<file path="config.mk">
export PLATFORM = sky130hd
export DESIGN_NAME = dsp_op_scheduler
export DESIGN_NICKNAME = d
export VERILOG_FILES = /design/src/rtl/dsp_op_scheduler.sv
export SDC_FILE = /design/constraint.sdc
export NUM_CORES = 1
export LEC_CHECK = 0
export BUFFER_PORTS_ARGS = -buffer_cell sky130_fd_sc_hd__buf_2
export CAP_MARGIN = 0
export CELL_PAD_IN_SITES_DETAIL_PLACEMENT = 1
export CELL_PAD_IN_SITES_GLOBAL_PLACEMENT = 2
export CORE_ASPECT_RATIO = 0.8
export CORE_MARGIN = 1
export CORE_UTILIZATION = 27
export DETAILED_ROUTE_END_ITERATION = 12
export PLACE_DENSITY = 0.79
export REMOVE_ABC_BUFFERS = 1
export SYNTH_ARGS = -nofsm -noshare
export SYNTH_HDL_FRONTEND = slang
export SYNTH_SLANG_ARGS = --single-unit
</file>
<file path="constraint.sdc">
create_clock -name clk -period 2.1 [get_ports clk]
set_input_delay 0.42 -clock clk [delete_from_list [all_inputs] [get_ports clk]]
set_output_delay 0.42 -clock clk [all_outputs]
set_load 0.02 [all_outputs]
</file>
<file path="src/rtl/dsp_op_scheduler.sv">
// dsp_op_scheduler
//   Arbitrates two requesters onto a single multi-cycle DSP multiply/add unit.
//   One operation is in flight at a time. A round-robin grant latches the
//   operands, HOLD waits for the DSP start-to-start gap, RUN issues the
//   operation, and the result is captured on the last RUN cycle.
//   Mode 11 requests are rejected with an error result and are never issued.
//
// Ports
//   clk, rst_n          clock, asynchronous active-low reset
//   req_valid/ready     per-requester request / one-cycle accept pulse
//   req_mode/a/b/c      per-requester mode and operands (packed, requester 1 high)
//   req_mac/shift       per-requester accumulate-select and accumulator shift
//   dsp_*               drive side of the DSP (start, mode, operands)
//   dsp_out             DSP result
//   dsp_compare_res     DSP result-valid strobe, sampled in the capture cycle
//   res_valid/id/data   one-cycle result pulse, requester index, captured data
//   res_err             set for rejected requests or a missing result strobe
module dsp_op_scheduler #(
  parameter int N = 9,
  parameter int M = 9
) (
  input  logic               clk,
  input  logic               rst_n,
  input  logic [1:0]         req_valid,
  output logic [1:0]         req_ready,
  input  logic [3:0]         req_mode,
  input  logic [2*N-1:0]     req_a,
  input  logic [2*M-1:0]     req_b,
  input  logic [2*(N+M)-1:0] req_c,
  input  logic [1:0]         req_mac,
  input  logic [3:0]         req_shift,
  output logic               dsp_start,
  output logic [1:0]         dsp_mode,
  output logic [N-1:0]       dsp_aa,
  output logic [M-1:0]       dsp_bb,
  output logic [N+M-1:0]     dsp_cc,
  output logic               dsp_mac,
  output logic [1:0]         dsp_shift,
  input  logic [N+M-1:0]     dsp_out,
  input  logic               dsp_compare_res,
  output logic               res_valid,
  output logic               res_id,
  output logic [N+M-1:0]     res_data,
  output logic               res_err
);

  localparam int W = N + M;

  typedef enum logic [1:0] {IDLE, HOLD, RUN} state_t;

  state_t         state_q, state_d;
  logic           ptr_q, ptr_d;
  logic           id_q, id_d;
  logic [1:0]     mode_q, mode_d;
  logic [N-1:0]   a_q, a_d;
  logic [M-1:0]   b_q, b_d;
  logic [W-1:0]   c_q, c_d;
  logic           mac_q, mac_d;
  logic [1:0]     shift_q, shift_d;
  logic [2:0]     gap_q, gap_d;
  logic [1:0]     cnt_q, cnt_d;
  logic           first_q, first_d;
  logic           res_valid_q, res_valid_d;
  logic           res_id_q, res_id_d;
  logic [W-1:0]   res_data_q, res_data_d;
  logic           res_err_q, res_err_d;

  logic           grant;
  logic           gidx;
  logic [1:0]     gmode;
  logic           hold_ok;

  // Grant decision: only in IDLE; on contention the pointer picks the winner.
  assign grant = (state_q == IDLE) && (req_valid != 2'b00);
  assign gidx  = (req_valid == 2'b11) ? ptr_q : req_valid[1];
  assign gmode = gidx ? req_mode[3:2] : req_mode[1:0];

  // gap_q counts cycles since the last start as of this cycle; the start
  // would happen next cycle, so the gap then is gap_q + 1.
  always_comb begin
    hold_ok = 1'b1;
    if (mode_q == 2'b10)      hold_ok = (gap_q >= 3'd3);
    else if (mode_q == 2'b01) hold_ok = (gap_q >= 3'd1);
  end

  always_comb begin
    state_d     = state_q;
    ptr_d       = ptr_q;
    id_d        = id_q;
    mode_d      = mode_q;
    a_d         = a_q;
    b_d         = b_q;
    c_d         = c_q;
    mac_d       = mac_q;
    shift_d     = shift_q;
    cnt_d       = cnt_q;
    first_d     = 1'b0;
    res_valid_d = 1'b0;
    res_id_d    = res_id_q;
    res_data_d  = res_data_q;
    res_err_d   = res_err_q;
    dsp_start   = (state_q == RUN) && first_q;
    gap_d       = dsp_start ? 3'd1 : ((gap_q == 3'd7) ? 3'd7 : gap_q + 3'd1);

    case (state_q)
      IDLE: begin
        if (grant) begin
          ptr_d   = ~gidx;
          id_d    = gidx;
          mode_d  = gmode;
          a_d     = gidx ? req_a[2*N-1:N]     : req_a[N-1:0];
          b_d     = gidx ? req_b[2*M-1:M]     : req_b[M-1:0];
          c_d     = gidx ? req_c[2*W-1:W]     : req_c[W-1:0];
          mac_d   = gidx ? req_mac[1]         : req_mac[0];
          shift_d = gidx ? req_shift[3:2]     : req_shift[1:0];
          if (gmode == 2'b11) begin
            // Illegal mode: answer with an error next cycle, never issue it.
            res_valid_d = 1'b1;
            res_id_d    = gidx;
            res_data_d  = '0;
            res_err_d   = 1'b1;
          end else begin
            state_d = HOLD;
          end
        end
      end
      HOLD: begin
        if (hold_ok) begin
          state_d = RUN;
          first_d = 1'b1;
          case (mode_q)
            2'b01:   cnt_d = 2'd1;
            2'b10:   cnt_d = 2'd3;
            default: cnt_d = 2'd0;
          endcase
        end
      end
      RUN: begin
        if (cnt_q == 2'd0) begin
          state_d     = IDLE;
          res_valid_d = 1'b1;
          res_id_d    = id_q;
          res_data_d  = dsp_out;
          res_err_d   = ~dsp_compare_res;
        end else begin
          cnt_d = cnt_q - 2'd1;
        end
      end
      default: state_d = IDLE;
    endcase
  end

  always_ff @(posedge clk or negedge rst_n) begin
    if (!rst_n) begin
      state_q     <= IDLE;
      ptr_q       <= 1'b0;
      id_q        <= 1'b0;
      mode_q      <= 2'b00;
      a_q         <= '0;
      b_q         <= '0;
      c_q         <= '0;
      mac_q       <= 1'b0;
      shift_q     <= 2'b00;
      gap_q       <= 3'd7;
      cnt_q       <= 2'd0;
      first_q     <= 1'b0;
      res_valid_q <= 1'b0;
      res_id_q    <= 1'b0;
      res_data_q  <= '0;
      res_err_q   <= 1'b0;
    end else begin
      state_q     <= state_d;
      ptr_q       <= ptr_d;
      id_q        <= id_d;
      mode_q      <= mode_d;
      a_q         <= a_d;
      b_q         <= b_d;
      c_q         <= c_d;
      mac_q       <= mac_d;
      shift_q     <= shift_d;
      gap_q       <= gap_d;
      cnt_q       <= cnt_d;
      first_q     <= first_d;
      res_valid_q <= res_valid_d;
      res_id_q    <= res_id_d;
      res_data_q  <= res_data_d;
      res_err_q   <= res_err_d;
    end
  end

  // Ready is combinational from IDLE state; masked so reset silences it at once.
  assign req_ready = (grant ? (gidx ? 2'b10 : 2'b01) : 2'b00) & {2{rst_n}};

  // Outside RUN the DSP sees mode 11 so its accumulator holds.
  assign dsp_mode  = (state_q == RUN) ? mode_q : 2'b11;
  assign dsp_aa    = a_q;
  assign dsp_bb    = b_q;
  assign dsp_cc    = c_q;
  assign dsp_mac   = mac_q;
  assign dsp_shift = shift_q;

  assign res_valid = res_valid_q;
  assign res_id    = res_id_q;
  assign res_data  = res_data_q;
  assign res_err   = res_err_q;

endmodule
</file>
## Word level (Yosys, flattened, before mapping)

Cells that the tools add are included.

| cells by class | value |
|---|---|
| reduce and logical (&&, ||, !) cells | 11 |
| multiplexer cells | 41 |
| bitwise operators | 3 |
| equality and inequality tests | 13 |
| add/subtract/negate cells | 2 |
| magnitude comparators | 2 |

Operators with widths:

| cell | number |
|---|---|
| 18-bit 2-to-1 mux | 4 |
| 18-bit one-hot mux with 2 select lines | 1 |
| 2-bit 2-to-1 mux | 11 |
| 9-bit 2-to-1 mux | 2 |
| 1-bit 2-to-1 mux | 15 |
| 2-bit equality test (second input constant) | 4 |
| 2-bit inequality test (second input constant) | 4 |
| 2-bit one-hot mux with 2 select lines | 2 |
| 4-bit AND reduction | 2 |
| 3-bit 2-to-1 mux | 2 |
| 1-bit one-hot mux with 2 select lines | 3 |
| 2-bit one-hot mux with 3 select lines | 1 |
| 2-bit nonzero test | 3 |
| 2-bit by 1-bit equality test with 1-bit output (second input constant) | 2 |
| 2-bit logical NOT | 2 |
| 2-bit by 1-bit inequality test with 1-bit output (second input constant) | 2 |
| 3-bit by 1-bit adder with 3-bit output (second input constant) | 1 |
| 3-bit equality test (second input constant) | 1 |
| 3-bit by 1-bit >= comparator with 1-bit output (second input constant) | 1 |
| 3-bit by 2-bit >= comparator with 1-bit output (second input constant) | 1 |
| 3-bit AND reduction | 1 |
| 2-bit bitwise AND | 1 |
| 1-bit logical AND | 2 |
| 1-bit NOT | 2 |
| 2 further kinds | 2 |

| word-level totals | value |
|---|---|
| output and inout port bits | 65 |
| input bits | 105 |
| flip-flop bits (word level) | 72 |

## Depth between registers and ports, before layout

| depth | value |
|---|---|
| word-level depth | 7 |
| mapped depth | 7 |
| gate-level depth less buffers | 6 |

## Least setup slack after synthesis

No wires, ideal clock.

| timing | value |
|---|---|
| path kind | reg2out |
| start point | register state_q[0] |
| end point | output req_ready[0] |
| path slack | 0.354 ns |
| data required time | 1.680 ns |
| stages on the path, launching flop included | 6 |
| data arrival time | 1.326 ns |
| path buffers | 1 |
| cell sequence | dfrtp_1 > nor2_4 > nand2_2 > a21oi_2 > buf_6 > and2_1 |

| between the ends | value |
|---|---|
| word-level cells in the longest chain between the ends | 4 |

RTL lines:

| element | RTL line | RTL |
|---|---|---|
| start, declared | 51 | `state_t state_q, state_d;` |
| start signal, assigned | 172 | `state_q <= state_d;` |
| 2-bit logical NOT | 74 | `assign grant = (state_q == IDLE) && (req_valid != 2'b00);` |
| 1-bit logical AND | 74 |  |
| 2-bit 2-to-1 mux | 192 | `assign req_ready = (grant ? (gidx ? 2'b10 : 2'b01) : 2'b00) & {2{rst_n}};` |
| 2-bit bitwise AND | 192 |  |
| end, declared | 25 | `output logic [1:0] req_ready,` |

No other way between the ends.

## Final worst setup path

| timing | value |
|---|---|
| start point | register ptr_q |
| end point | output req_ready[1] |

| between the ends | value |
|---|---|
| word-level cells in the longest chain between the ends | 4 |

RTL lines:

| element | RTL line | RTL |
|---|---|---|
| start, declared | 52 | `logic ptr_q, ptr_d;` |
| start signal, assigned | 173 | `ptr_q <= ptr_d;` |
| 1-bit 2-to-1 mux | 75 | `assign gidx = (req_valid == 2'b11) ? ptr_q : req_valid[1];` |
| 2-bit 2-to-1 mux (2 in series) | 192 |  |
| 2-bit bitwise AND | 192 |  |

No other way between the ends.

==> run metrics <==
average wire per cell in the routed design between 15 and 20 um; worst-skew pair later-pin latency 330 ps; # diodes 0; # clock sinks 72; fillers 1368; placed cell count 594; Syn. warnings 0; largest net degree at the start of global routing 41; total CTS buffers 9; vias in the first global route 3014; share of layout cells above drive strength 1 44.59%; Leakage about 2.3 nW; total power around 7.0 mW; Post-DP Area 4224 um^2; number of nets in the layout 568; CP required 1680 ps; Final Skew ~9 ps; worst slew pin tran 455.9 ps; GRT busiest layer met2; Antenna Violating Nets Remaining 0; Rel. slew slack between 60% and 70%; Worst Path Buf+Inv 1; Initial Utilization between 20% and 30%; die area 12680 um^2; largest stage delay on the critical path 430 ps; Critical Path Source Type flip-flop; io pins 170; PnR worst setup slack 127.0 ps; syn_area_per_cell 11.50 um^2; gp weighted congestion 0.7212; Worst path top cell family by delay simple AND/OR/NAND/NOR gates; CTS Buffer Depth 2; M1 GR Usage 19.56%; worst-path cell chain nand2b_1 > nand2_2 > nor3_4 > and2_1 > buf_2; met3 usage a little over 7%; Min-Delay Path Class input port to flip-flop; Clock Pin Slew Worst Setup and Hold Paths 60 ps; fmax ~510 MHz; I/O Buffers ~170; global-route wire length before repair 15640 um; max-cap violation count 0; Core Area around 12000 um^2; Seq/Total Area, Yosys 54.68%; status finished, violations left; pre-CTS WS 216.7 ps; final period utilization between 90% and 100%; 1st-iter DRT viols 75; DIE HEIGHT 100.9 um; synthesized instance count 287; crit path kind flip-flop to output port; drt drc 8; Area Growth Syn to Fin 36.91%; FP Rows 35; met2 Usage GRT 25.09%; # resized after CTS 0; routed wire length 9768 um; number of H-tree levels 3; Slowest cell on crit path dfrtp_1; Post-Layout Cell Count 610; Final Hold Fails 0; Pwr per Cell Area 1543 nW/um^2; via count 2875; root buffer cell clkbuf_16; synthesized area 3302 um^2; post-detail-place hpwl 7182 um; synth unique cells 38; CTS tree done; final setup fails 0; hold slack roughly 300 ps; Die X 125.6 um; vias per cell 4.713; Slew Viols, Final 0; Finished Cell Area about 4500 um^2; failing checks design-rule violations; initial antenna violation count 0; Yosys reg bits 72; GRT Util Overall between 10% and 20%; post-route minimum period ~2000 ps; RSZ-0062 raised after global routing false; Setup crit end kind output port; Crit path arrival time about 1600 ps; Crit Path Max Fanout 4; Pre-antenna DRT Iters 10; total grt overflow 0; VDD IR max 593.2 uV
[through the flow]
stage / util [%] / setup TNS [ps]
final: 38.66 / 0
after global routing: 38.66 / 0
after detailed placement: 36.13 / 0
after floorplan: - / -262.1
after CTS: 38.66 / 0
after global placement: 36.13 / 0
[sequential cells by signal (all words and copies together) (netlist names), 3 cells and up]
name	flops
dsp_cc	18
res_data	18
dsp_aa	9
dsp_bb	9
gap_q	3
[worst paths after layout]
| kind | startpoint | to | slack [ps] | cells after the start |
|---|---|---|---|---|
| hold / removal | dsp_out[4] | res_data[4] | 300 | 3 |
| setup reg to reg | gap_q[1] | cnt_q[1] | 260 | 6 |
| min in group asynchronous | rst_n | mode_q[0] | 460 | 2 |
| max in group asynchronous | rst_n | dsp_cc[17] | 970 | 3 |
| hold reg to reg | id_q | id_q | 480 | 1 |
| setup / recovery | ptr_q | req_ready[1] | 130 | 5 |
[metal layers]
layer / vias to the layer above / part of all wire, % / routed length, um
li1: 1367 / - / -
met3: 8 / 9.5 / 928
met4: 0 / 1.2 / 119
met5: - / 0 / 0
met2: 118 / 44 / 4311
met1: 1382 / 45 / 4409
[kinds of logic (layout without fill, tap and decap cells)]
family                   after synthesis  count (layout)  synth area share, %
multiplexers                           3               3               0.9473
buffers and inverters                 25             200                6.215
adder cells (fa/ha/maj)                5               5                1.895
AO/OA/AOI/OAI                         77              77                19.29
AND/OR/NAND/NOR                      105             105                16.98
flip-flops                            72              72                54.68
[area by class of cell]
type	instances	area (um^2)	area share, %
clock buffers	9	225.2	4.982
clock inverters	6	61.31	1.356
inverters	7	26.28	0.5812
multi-input cells	190	1299	28.73
flip-flops and latches	72	1805	39.94
well taps	148	185.2	4.096
repair buffers	178	918.4	20.32
[cell usage after synthesis (all sizes together)]
cell,n,share of area [%]
a21o,3,0.68
nand2b,3,0.57
o32a,1,0.30
nand2,47,5.5
mux2i,2,0.61
nor2,4,0.68
o31a,1,0.27
dfrtp,69,52
o221a,1,0.34
o21a,2,0.45
nand3,1,0.15
a221o,40,12
nor2b,1,0.42
and2,43,8.1
a21oi,3,0.68
buf,18,5.4
o21ai,24,4.0
a31oi,1,0.19
a211oi,1,0.23
mux2,1,0.34
nor3,2,0.64
ha,5,1.9
or2,1,0.19
inv,7,0.80
dfstp,3,2.4
nor4b,1,0.27
nand4,1,0.19
nand3b,1,0.23
[cell usage in the layout (no fill, tap or decap), drive strengths merged, types with 2 or more instances in the layout]
cell	count
nand2b	3
a21o	3
o21ai	24
mux2i	2
clkbuf	9
inv	7
clkinv	4
a21oi	3
ha	5
buf	177
nor2	4
and2	43
a221o	40
dfstp	3
dfrtp	69
nand2	47
nor3	2
o21a	2
[tightest hold or removal path, cell delays in order]
cell and delay (ps):
buf_2 80, nand2_1 30, o21ai_0 60
[power breakdown]
part | internal (mW) | total, mW | switching, mW
logic | 1.25 | 3.07 | 1.82
clock network | 0.908 | 1.50 | 0.590
registers | 2.03 | 2.41 | 0.381
[what timing repair did]
item / CTS / global route
hold endpoints to repair: 7 / 0
setup buffers: 0 / 0
hold buffers: 1 / 0
Note: power is estimated with default switching activity, not from simulation.
